$ cat src/rtl/led_div_ctrl.sv
// led_div_ctrl: push-button control for the LED divider select.
//   Two raw buttons are synchronized, debounced and turned into step events.
//   A button held down keeps stepping at a fixed auto-repeat period.
//   Up steps raise div_o and down steps lower it, saturating at 31 and 0.
// Ports:
//   clk100   - system clock (the only clock)
//   rst_n    - active-low reset; asserts asynchronously, releases synchronously
//   btn_up_i - raw up button, active-high, asynchronous, bouncy
//   btn_dn_i - raw down button, active-high, asynchronous, bouncy
//   div_o    - registered divider select, DIV_INIT after reset
//   chg_o    - one-cycle pulse in the first cycle div_o shows a new value

// led_btn_chan: the path from one raw button to its step events.
//   The button passes through a 2-flop synchronizer and then a debouncer.
//   step_o is a registered one-cycle pulse. It fires once on the press and
//   then again every RPT_CYCLES while the button stays held.
// Ports:
//   clk100 - system clock
//   rst_n  - synchronized active-low reset
//   btn_i  - raw button input
//   step_o - step event
module led_btn_chan #(
  parameter int unsigned DEB_CYCLES = 1000000,
  parameter int unsigned RPT_CYCLES = 30000000
) (
  input  logic clk100,
  input  logic rst_n,
  input  logic btn_i,
  output logic step_o
);

  localparam int DEB_W = (DEB_CYCLES > 1) ? $clog2(DEB_CYCLES) : 1;
  localparam int RPT_W = (RPT_CYCLES > 1) ? $clog2(RPT_CYCLES) : 1;
  localparam logic [DEB_W-1:0] DEB_LAST = DEB_W'(DEB_CYCLES - 1);
  localparam logic [RPT_W-1:0] RPT_LAST = RPT_W'(RPT_CYCLES - 1);

  logic             sync1;
  logic             sync2;
  logic             lvl;
  logic             lvl_prev;
  logic [DEB_W-1:0] deb_cnt;
  logic [RPT_W-1:0] rpt_cnt;
  logic             rise;
  logic             rpt_hit;

  assign rise = lvl & ~lvl_prev;
  // The repeat counter is held at zero during the rise cycle.
  // This makes the first repeat land exactly RPT_CYCLES after the initial step.
  assign rpt_hit = lvl & (rpt_cnt == RPT_LAST);

  always_ff @(posedge clk100 or negedge rst_n) begin
    if (!rst_n) begin
      sync1    <= 1'b0;
      sync2    <= 1'b0;
      lvl      <= 1'b0;
      lvl_prev <= 1'b0;
      deb_cnt  <= '0;
      rpt_cnt  <= '0;
      step_o   <= 1'b0;
    end else begin
      sync1    <= btn_i;
      sync2    <= sync1;
      lvl_prev <= lvl;

      // Any cycle of agreement restarts qualification.
      if (sync2 == lvl) begin
        deb_cnt <= '0;
      end else if (deb_cnt == DEB_LAST) begin
        lvl     <= ~lvl;
        deb_cnt <= '0;
      end else begin
        deb_cnt <= deb_cnt + 1'b1;
      end

      if (!lvl || rise || rpt_hit) begin
        rpt_cnt <= '0;
      end else begin
        rpt_cnt <= rpt_cnt + 1'b1;
      end

      step_o <= rise | rpt_hit;
    end
  end

endmodule

module led_div_ctrl #(
  parameter int unsigned DEB_CYCLES = 1000000,
  parameter int unsigned RPT_CYCLES = 30000000,
  parameter logic [4:0]  DIV_INIT   = 5'd24
) (
  input  logic       clk100,
  input  logic       rst_n,
  input  logic       btn_up_i,
  input  logic       btn_dn_i,
  output logic [4:0] div_o,
  output logic       chg_o
);

  logic rst_meta;
  logic rst_sync;
  logic step_up;
  logic step_dn;

  // Reset asserts asynchronously and releases on the clock.
  // The release takes two edges to reach the rest of the logic.
  always_ff @(posedge clk100 or negedge rst_n) begin
    if (!rst_n) begin
      rst_meta <= 1'b0;
      rst_sync <= 1'b0;
    end else begin
      rst_meta <= 1'b1;
      rst_sync <= rst_meta;
    end
  end

  led_btn_chan #(
    .DEB_CYCLES(DEB_CYCLES),
    .RPT_CYCLES(RPT_CYCLES)
  ) u_chan_up (
    .clk100(clk100),
    .rst_n (rst_sync),
    .btn_i (btn_up_i),
    .step_o(step_up)
  );

  led_btn_chan #(
    .DEB_CYCLES(DEB_CYCLES),
    .RPT_CYCLES(RPT_CYCLES)
  ) u_chan_dn (
    .clk100(clk100),
    .rst_n (rst_sync),
    .btn_i (btn_dn_i),
    .step_o(step_dn)
  );

  // An up step and a down step in the same cycle cancel each other.
  // A step at a saturation limit is silent: div_o holds and chg_o stays low.
  always_ff @(posedge clk100 or negedge rst_sync) begin
    if (!rst_sync) begin
      div_o <= DIV_INIT;
      chg_o <= 1'b0;
    end else begin
      chg_o <= 1'b0;
      if (step_up && !step_dn && (div_o != 5'd31)) begin
        div_o <= div_o + 5'd1;
        chg_o <= 1'b1;
      end else if (step_dn && !step_up && (div_o != 5'd0)) begin
        div_o <= div_o - 5'd1;
        chg_o <= 1'b1;
      end
    end
  end

endmodule

$ cat config.mk
export PLATFORM = sky130hd
export DESIGN_NAME = led_div_ctrl
export DESIGN_NICKNAME = d
export VERILOG_FILES = /design/src/rtl/led_div_ctrl.sv
export SDC_FILE = /design/constraint.sdc
export NUM_CORES = 1
export LEC_CHECK = 0
export BUFFER_PORTS_ARGS = -buffer_cell sky130_fd_sc_hd__clkbuf_2
export CAP_MARGIN = 20
export CORE_MARGIN = 4
export CORE_UTILIZATION = 30
export CTS_BUF_LIST = sky130_fd_sc_hd__clkbuf_4
export DETAILED_ROUTE_END_ITERATION = 10
export PLACE_DENSITY = 0.47
export SKIP_CTS_REPAIR_TIMING = 1
export SKIP_LAST_GASP = 1
export SLEW_MARGIN = 25
export SYNTH_ARGS = -nofsm -noshare
export SYNTH_HDL_FRONTEND = slang
export SYNTH_HIERARCHICAL = 1
export SYNTH_SLANG_ARGS = --single-unit
$ cat constraint.sdc
create_clock -name clk100 -period 3.56 [get_ports clk100]
set_input_delay 0.178 -clock clk100 [delete_from_list [all_inputs] [get_ports clk100]]
set_output_delay 0.178 -clock clk100 [all_outputs]
set_load 0.02 [all_outputs]
==> results of run 1 <==
==> worst max-delay path by stage <==
stage                    startpoint                    end  slack, ns  cells past startpoint
6_report       u_chan_dn/rpt_cnt[0]  u_chan_dn/rpt_cnt[10]       1.21                      6
5_1_grt        u_chan_dn/rpt_cnt[0]  u_chan_dn/rpt_cnt[16]       1.06                      6
4_1_cts        u_chan_dn/rpt_cnt[0]  u_chan_dn/rpt_cnt[10]       1.21                      6
3_5_place_dp   u_chan_dn/rpt_cnt[0]  u_chan_dn/rpt_cnt[21]       1.23                      6
3_3_place_gp   u_chan_dn/rpt_cnt[0]  u_chan_dn/rpt_cnt[10]       1.31                      6
2_1_floorplan              rst_sync                  chg_o       0.33                      0
==> worst max-delay path, stage by stage (launching register included) <==
cell and delay, ns:
dfrtp_1 0.42, ha_1 0.23, nand4_2 0.21, or4_2 0.71, o21bai_2 0.31, buf_4 0.30
nor2_1 0.08
==> layer usage <==
metal	GRT usage [%]	part of all wire (%)
met5	0	0
met4	2.85	0.98
met3	3.42	3.5
met2	18.8	48
met1	14.8	48
==> registers in the layout, indices dropped and copies added, names as in the netlist <==
register	count
u_chan_dn/rpt_cnt	25
u_chan_up/rpt_cnt	25
u_chan_dn/deb_cnt	20
u_chan_up/deb_cnt	20
div_o	5
chg_o	1
rst_meta	1
rst_sync	1
u_chan_dn/lvl	1
u_chan_dn/lvl_prev	1
u_chan_dn/step_o	1
u_chan_dn/sync1	1
u_chan_dn/sync2	1
u_chan_up/lvl	1
u_chan_up/lvl_prev	1
u_chan_up/step_o	1
u_chan_up/sync1	1
u_chan_up/sync2	1
==> placed cells by master (no fill, tap or decap), drive strengths merged, types with 5 or more instances in the layout <==
cell type  instances
a21oi             33
and3              11
and4               6
clkbuf            18
clkinv             5
dfrtp            106
ha                 7
inv               16
nand2             33
nand3             39
nand4             26
nor2              66
nor3              10
nor4               9
nor4b              5
o21ai             24
o31ai             12
or3               21
or4               22
xnor2             30
xor2              26
==> power by group through the flow <==
stage	Combinational (mW)	Sequential [mW]	Clock (mW)
floorplan	0.0172	1.28	0
global placement	0.0379	1.28	0
detailed placement	0.0389	1.28	0
CTS	0.0391	1.26	0.745
global route	0.0478	1.26	0.797
finish	0.0405	1.26	0.703
==> per-stage QoR <==
stage | hold WS, ns | std cells
after floorplan | -0.118 | 557
after global placement | -0.0360 | 778
after detailed placement | -0.0306 | 778
after CTS | -0.608 | 794
after global routing | 0.273 | 798
final | 0.328 | 799
==> kinds of logic (layout without fill, tap and decap cells) <==
family / count (synthesis) / count (layout) / synth area share [%]
other: 1 / 2 / 0.0685
AO/OA/AOI/OAI: 82 / 82 / 9.23
buffers and inverters: 37 / 49 / 2.90
flip-flops: 108 / 108 / 49.4
AND/OR/NAND/NOR: 260 / 260 / 26.5
XOR/XNOR: 56 / 56 / 8.96
multiplexers: 5 / 5 / 0.960
adder cells (fa/ha/maj): 8 / 8 / 1.96
==> layout make-up <==
cell class	instances	area share (%)
multi-input cells	412	44.0
clock inverters	7	1.53
clock buffers	9	1.13
diodes	1	0.0419
repair buffers	17	2.14
inverters	16	1.01
well taps	229	4.80
flip-flops and latches	108	45.4
==> impl_metrics.toml, run 1 <==
[timing]
rsz0062_at_grt = "no"
worst_slew_pin_slew_ns = 0.696
max_freq_ghz = 0.426
worst_slack_ns = 1.21
min_period_ns = 2.35
fin_crit_sh_pct = 66.0
setup_viol = 0
hold_viol = 0
clock_skew_ns = 0.0180
fin_tns_setup_ns = 0
slew_headroom_pct = 53.6
finalMaxSlewViolations = 0

[placed_design]
dp.final_hpwl_um = 7290
dp_slack_ns = 1.23
place.gp.congestion = 0.762
placement.io_buffers = 9
place_area_mm2 = 0.00577

[power_and_ir_drop]
p_sw_share_pct = 23.3
cellLeakagePower_nw = 2.27
power_density_mw_per_mm2 = 335
internal-power_mw = 1.53
pwr-share-comb_pct = 2.0
p_sw_mw = 0.467
total_power_mw = 2.00
power_frac_seq_pct = 62.8
ir_drop_v = 0.000175
clockPowerShare_pct = 35.2

[die]
num_rows = 49
initial_core_util_pct = 30.5
dieHeight_um = 143
die_w_um = 143
ios = 10
core_area_mm2 = 0.0180
dieArea_mm2 = 0.0205

[finish]
design_area_mm2 = 0.00597
final_core_util_pct = 33.2
num-nets-final = 576
synthToLayoutAreaGrowth_pct = 8.96
multiInputGateArea_mm2 = 0.00262
seqCellArea_mm2 = 0.00271
fill_cells = 1856
drive_gt1_share_pct = 9.49

[synth]
netlist_area_mm2 = 0.00548
synth_ff_type = "dfrtp_1"
async_flop_share_pct = 100
yosys.area.top_type = "dfrtp_1"
synth_seq_cells = 108
synthTopCellsByArea = "dfrtp_1 (48%), xnor2_1 (4.8%), nor2_1 (4.5%), xor2_1 (4.2%), nand3_1 (3.5%)"
yosysUniqueCellTypes = 55
yosysWarnings = 6
yosysMostFrequentCell = "dfrtp_1"
synth_common_cells = "dfrtp_1 (106), nor2_1 (66), nand3_1 (38)"
synth_seq_area_share_pct = 49.4
syn_inst = 557
synth-edff-count = 0
syn_nets = 569
syn_area_per_cell_um2 = 9.83
synthDominantCellAreaShare_pct = 48.4

[worst_setup_path]
r2r_cells = 6
crit_arrival_ns = 2.73
critPathMaxFanout = 17
criticalPathCategory = "reg2reg"
timing.rr.start = "u_chan_dn/rpt_cnt[0]"
r2r_end = "u_chan_dn/rpt_cnt[10]"
rrSetupSlack_ns = 1.21
required_ns = 3.94
startpoint_type = "flip-flop"
crit_path_end_kind = "flip-flop"

[clocking]
worstSkewPairLatency_ns = 0.48
htreeDepth = 3
clkTransAtPathRegs_ns = 0.16
clock-sinks = 108
cts_tree = "built"
clk_path_buf_depth = 2
numCtsBuffers = 9
clockRootBuffer = "clkbuf_4"

[routing]
vias_per_cell = 5.10
detail-route-antenna-nets = 0
wl_per_cell_um = 13.8
drtPass1Iterations = 5
detail_route.iter0.violations = 290
totalWireLength_um = 11000
drc = 0
vias = 4071

[min_path]
hold_path_class = "in2reg"
hold_start = "btn_up_i"
hold_end = "u_chan_up/sync1"
hold_depth = 2

[global_routing]
grt_pass1_vias = 3904
antenna_found_initial = 0
grt_pass1_wl_um = 19100
track_usage_pct = 11.4
grt_max_degree = 57
grt_overflow = 0

[run]
drv_cap = 0

[status]
outcome = "finished clean"
Note: power is estimated with default switching activity, not from simulation.
==> run 2, diff against run 1 <==
==> constraint.sdc (replaced) <==
create_clock -name clk100 -period 2.2 [get_ports clk100]
set_input_delay 0.11 -clock clk100 [delete_from_list [all_inputs] [get_ports clk100]]
set_output_delay 0.11 -clock clk100 [all_outputs]
set_load 0.02 [all_outputs]
==> run 2 against run 1 <==
Against the previous run:
- global-route usage grew 0.067 points
- sequential share of layout area shrank 1.3 points
- core utilization grew 1.0 points
- combinational power grew 96%
- sequential cell count is the same
- clock skew shrank 0.0039 ns
- worst hold slack lost 0.10 ns
- routed wire length shrank 0.55%
- sequential power grew 60%
- die area is the same
==> impl_metrics.toml, run 2 (synthesis gave the netlist of run 1 again) <==
[worst_setup_path]
required_ns = 2.62
cp_cell_sequence = "inv_1 -> nand3_4 -> fa_2 -> and3_1 -> or3_1 -> o22ai_2 -> xor2_1"
worst_path_max_delay_cell = "dfrtp_1"
criticalPathCategory = "reg2reg"
crit_path_end_kind = "flip-flop"
crit_arrival_ns = 2.51
crit_path_max_incr_delay_ns = 0.47
startpoint_type = "flip-flop"
critPathMaxFanout = 4
r2r_cells = 7

[timing]
clock_skew_ns = 0.0141
fin_crit_sh_pct = 95.1
fin_tns_setup_ns = 0
hold_viol = 0
rsz0062_at_grt = "no"
finalMaxSlewViolations = 0
setup_viol = 0
min_period_ns = 2.09
worst_slack_ns = 0.109
max_freq_ghz = 0.478

[clocking]
htreeDepth = 3
cts_tree = "built"
clkTransAtPathRegs_ns = 0.16
clockRootBuffer = "clkbuf_4"
clk_path_buf_depth = 2
worstSkewPairLatency_ns = 0.47
numCtsBuffers = 9
clock-sinks = 108

[min_path]
hold_path_class = "reg2async"

[global_routing]
antenna_found_initial = 0
gr-usage-met2_pct = 18.9
top_usage_layer = "met2"
met3_usage_pct = 3.55
grtUsageMet1_pct = 14.7
grt_pass1_vias = 4088
grt_overflow = 0
track_usage_pct = 11.5
grt_pass1_wl_um = 19300
grt_max_degree = 47

[placed_design]
place.gp.congestion = 0.756
dp_slack_ns = -0.0162
placement.io_buffers = 9
dp.final_hpwl_um = 7560

[finish]
layout_commonest_cell = "dfrtp_1"
antenna_cells = 0
reg_top3 = "u_chan_dn/rpt_cnt x25, u_chan_up/rpt_cnt x25"
synthToLayoutAreaGrowth_pct = 12.2
final_cell_mix = "dfrtp_1 (104), nor2_1 (66), nand3_1 (36)"
drive_gt1_share_pct = 13.8
num-nets-final = 593

[die]
num_rows = 49
ios = 10
initial_core_util_pct = 30.5
dieArea_mm2 = 0.0205
core_area_mm2 = 0.0180
dieHeight_um = 143
die_w_um = 143

[status]
outcome = "finished clean"

[routing]
drc = 0
wl_per_cell_um = 13.4
totalWireLength_um = 10900
drtPass1Iterations = 4
detail-route-antenna-nets = 0
detail_route.iter0.violations = 189
vias = 4152
vias_per_cell = 5.09

[run]
drv_cap = 0

[power_and_ir_drop]
cellLeakagePower_nw = 2.34
power_density_mw_per_mm2 = 506
total_power_mw = 3.11
ir_drop_v = 0.000298
## run 2: changes by cell type in the layout (fill, tap and decap cells not counted), sizes merged
cell / delta
buf: +17
clkinv: -1
diode: -1
bufinv: -1
clkinvlp: +2
## run 2: metrics by stage
step	util (%)	cells	hold WS, ns	cell area [um^2]
final	34.2	815	0.225	6150
after global routing	34.2	815	0.215	6150
after CTS	33.6	811	-0.679	6040
after detailed placement	32.9	795	-0.102	5910
after global placement	32.9	795	-0.104	5910
after floorplan	-	557	-0.186	5480
## run 2: worst max-delay path: cells and delay by family (launching register included)
kind            cells  cell delay (ns)
compound gates      1             0.16
xor+xnor            1             0.15
fa+ha+maj           1             0.37
buf+inv             1             0.19
flops               1             0.47
simple gates        3             0.70
## run 2: final cells by class
cell class	count	area [um^2]
well taps	229	287
inverters	16	60.1
repair buffers	34	268
multi-input cells	412	2690
fillers	1828	11800
clock buffers	9	67.6
flip-flops and latches	108	2710
clock inverters	7	67.6
## run 2: metal layers
layer | routed length (um) | part of all wire (%)
met1 | 5220 | 48
met3 | 375 | 3.4
met5 | 0 | 0
met4 | 97 | 0.89
met2 | 5240 | 48
## run 2: power by group
group / internal [mW] / leakage [nW] / switching [mW] / total [mW]
Clock: 0.341 / 0.0693 / 0.666 / 1.01
Sequential: 2.00 / 1.48 / 0.0225 / 2.02
Combinational: 0.0261 / 0.794 / 0.0533 / 0.0794
## run 2: path summary, 6_finish.rpt
path                       slack (ns)                    end        startpoint
setup / recovery                 0.11               div_o[4]  u_chan_dn/step_o
hold / removal                   0.23  u_chan_up/rpt_cnt[16]          rst_sync
setup reg to reg                 0.11               div_o[4]  u_chan_dn/step_o
hold reg to reg                  0.23  u_chan_up/rpt_cnt[16]          rst_sync
max in group asynchronous        1.34               div_o[4]          rst_sync
min in group clk100              0.27        u_chan_up/sync1          btn_up_i
==> run 3, diff against run 2 <==
==> constraint.sdc (replaced) <==
create_clock -name clk100 -period 2.2 [get_ports clk100]
set_input_delay 0.33 -clock clk100 [delete_from_list [all_inputs] [get_ports clk100]]
set_output_delay 0.33 -clock clk100 [all_outputs]
set_load 0.02 [all_outputs]
==> run 3 against run 2 <==
Against the previous run:
- sequential power barely moved
- non-clock buffer count is 1 lower
- clock skew about the same
- design area fell by 0.16%
- largest cell class unchanged
- clock power about the same
- setup slack hardly changed
- cell count decreased by 0.12%
==> impl_metrics.toml, run 3 (synthesis gave the netlist of run 1 again) <==
[global_routing]
grt_pass1_vias = 4088
track_usage_pct = 11.5
antenna_found_initial = 0
grt_max_degree = 47
grt_overflow = 0
grt_pass1_wl_um = 19300

[clocking]
clkTransAtPathRegs_ns = 0.16
clock-sinks = 108
worstSkewPairLatency_ns = 0.48
cts_tree = "built"
htreeDepth = 3
numCtsBuffers = 9
clockRootBuffer = "clkbuf_4"
clk_path_buf_depth = 2

[die]
dieHeight_um = 143
initial_core_util_pct = 30.5
die_w_um = 143
dieArea_mm2 = 0.0205
core_area_mm2 = 0.0180
ios = 10
num_rows = 49

[worst_setup_path]
endpoint = "div_o[4]"
rrSetupSlack_ns = 0.11
required_ns = 2.62
cp-startpoint = "div_o[2]"
timing.rr.start = "div_o[2]"
r2r_cells = 8
criticalPathCategory = "reg2reg"
crit_path_end_kind = "flip-flop"
startpoint_type = "flip-flop"
r2r_end = "div_o[4]"
critPathMaxFanout = 4
crit_arrival_ns = 2.51

[routing]
vias = 4140
detail_route.iter0.violations = 221
totalWireLength_um = 10900
drtPass1Iterations = 4
vias_per_cell = 5.09
drc = 0
wl_per_cell_um = 13.4
detail-route-antenna-nets = 0

[finish]
num-nets-final = 592
fill_cells = 1828
final_core_util_pct = 34.2
final_cell_mix = "dfrtp_1 (104), nor2_1 (66), nand3_1 (36)"
synthToLayoutAreaGrowth_pct = 12.0
reg_top3 = "u_chan_dn/rpt_cnt x25, u_chan_up/rpt_cnt x25"
antenna_cells = 0
layout_commonest_cell = "dfrtp_1"
drive_gt1_share_pct = 13.8
design_area_mm2 = 0.00614

[timing]
fin_crit_sh_pct = 95.0
worst_slack_ns = 0.109
max_freq_ghz = 0.478
min_period_ns = 2.09
finalMaxSlewViolations = 0
hold_viol = 0
clock_skew_ns = 0.0141
setup_viol = 0
rsz0062_at_grt = "no"
holdWs_ns = 0.139

[power_and_ir_drop]
cellLeakagePower_nw = 2.34
power_density_mw_per_mm2 = 507
ir_drop_v = 0.000298
total_power_mw = 3.11

[placed_design]
placement.io_buffers = 9
place.gp.congestion = 0.756
place_area_mm2 = 0.00591
dp_slack_ns = -0.0162
dp.final_hpwl_um = 7560

[status]
outcome = "finished clean"

[min_path]
hold_path_class = "in2async"

[run]
drv_cap = 0
run 3: how the worst min path moves through the flow:
stage	startpoint	end	slack, ns	cells past startpoint
5_1_grt	rst_n	rst_sync	0.08	2
4_1_cts	rst_n	rst_sync	-0.46	1
3_3_place_gp	rst_n	rst_meta	0.12	1
6_report	rst_n	rst_sync	0.14	2
2_1_floorplan	rst_n	rst_meta	0.03	0
3_5_place_dp	rst_n	rst_meta	0.12	1
run 3: worst max-delay path, stage by stage, from the launching register on:
cell and delay [ns]:
dfrtp_2 0.44, and3_4 0.15, nand3_2 0.09, nand3_4 0.12, fa_2 0.37, and3_1 0.19, or3_1 0.36, o22ai_2 0.16
xor2_1 0.15
run 3: cell type report:
| class | instances | area [um^2] | area share [%] |
|---|---|---|---|
| sequential | 108 | 2710 | 44.2 |
| multi-input combinational | 412 | 2690 | 43.8 |
| clock inverter | 7 | 67.6 | 1.10 |
| inverter | 16 | 60.1 | 0.979 |
| clock buffer | 9 | 67.6 | 1.10 |
| tap | 229 | 287 | 4.67 |
| timing repair buffer | 33 | 258 | 4.20 |
run 3: layer usage:
layer / global-route usage [%] / share of wire, %
met1: 14.7 / 48
met3: 3.55 / 3.4
met5: 0 / 0
met4: 3.15 / 0.89
met2: 18.9 / 48
run 3: metrics by stage:
stage	setup TNS (ns)	cells
floorplan	0	557
global placement	0	795
detailed placement	-0.0162	795
CTS	-0.0604	811
global route	0	814
finish	0	814
run 3: power breakdown:
part           total [mW]  internal, mW  switching, mW
Clock                1.01         0.341          0.669
Sequential           2.02          2.00         0.0225
Combinational      0.0780        0.0249         0.0531
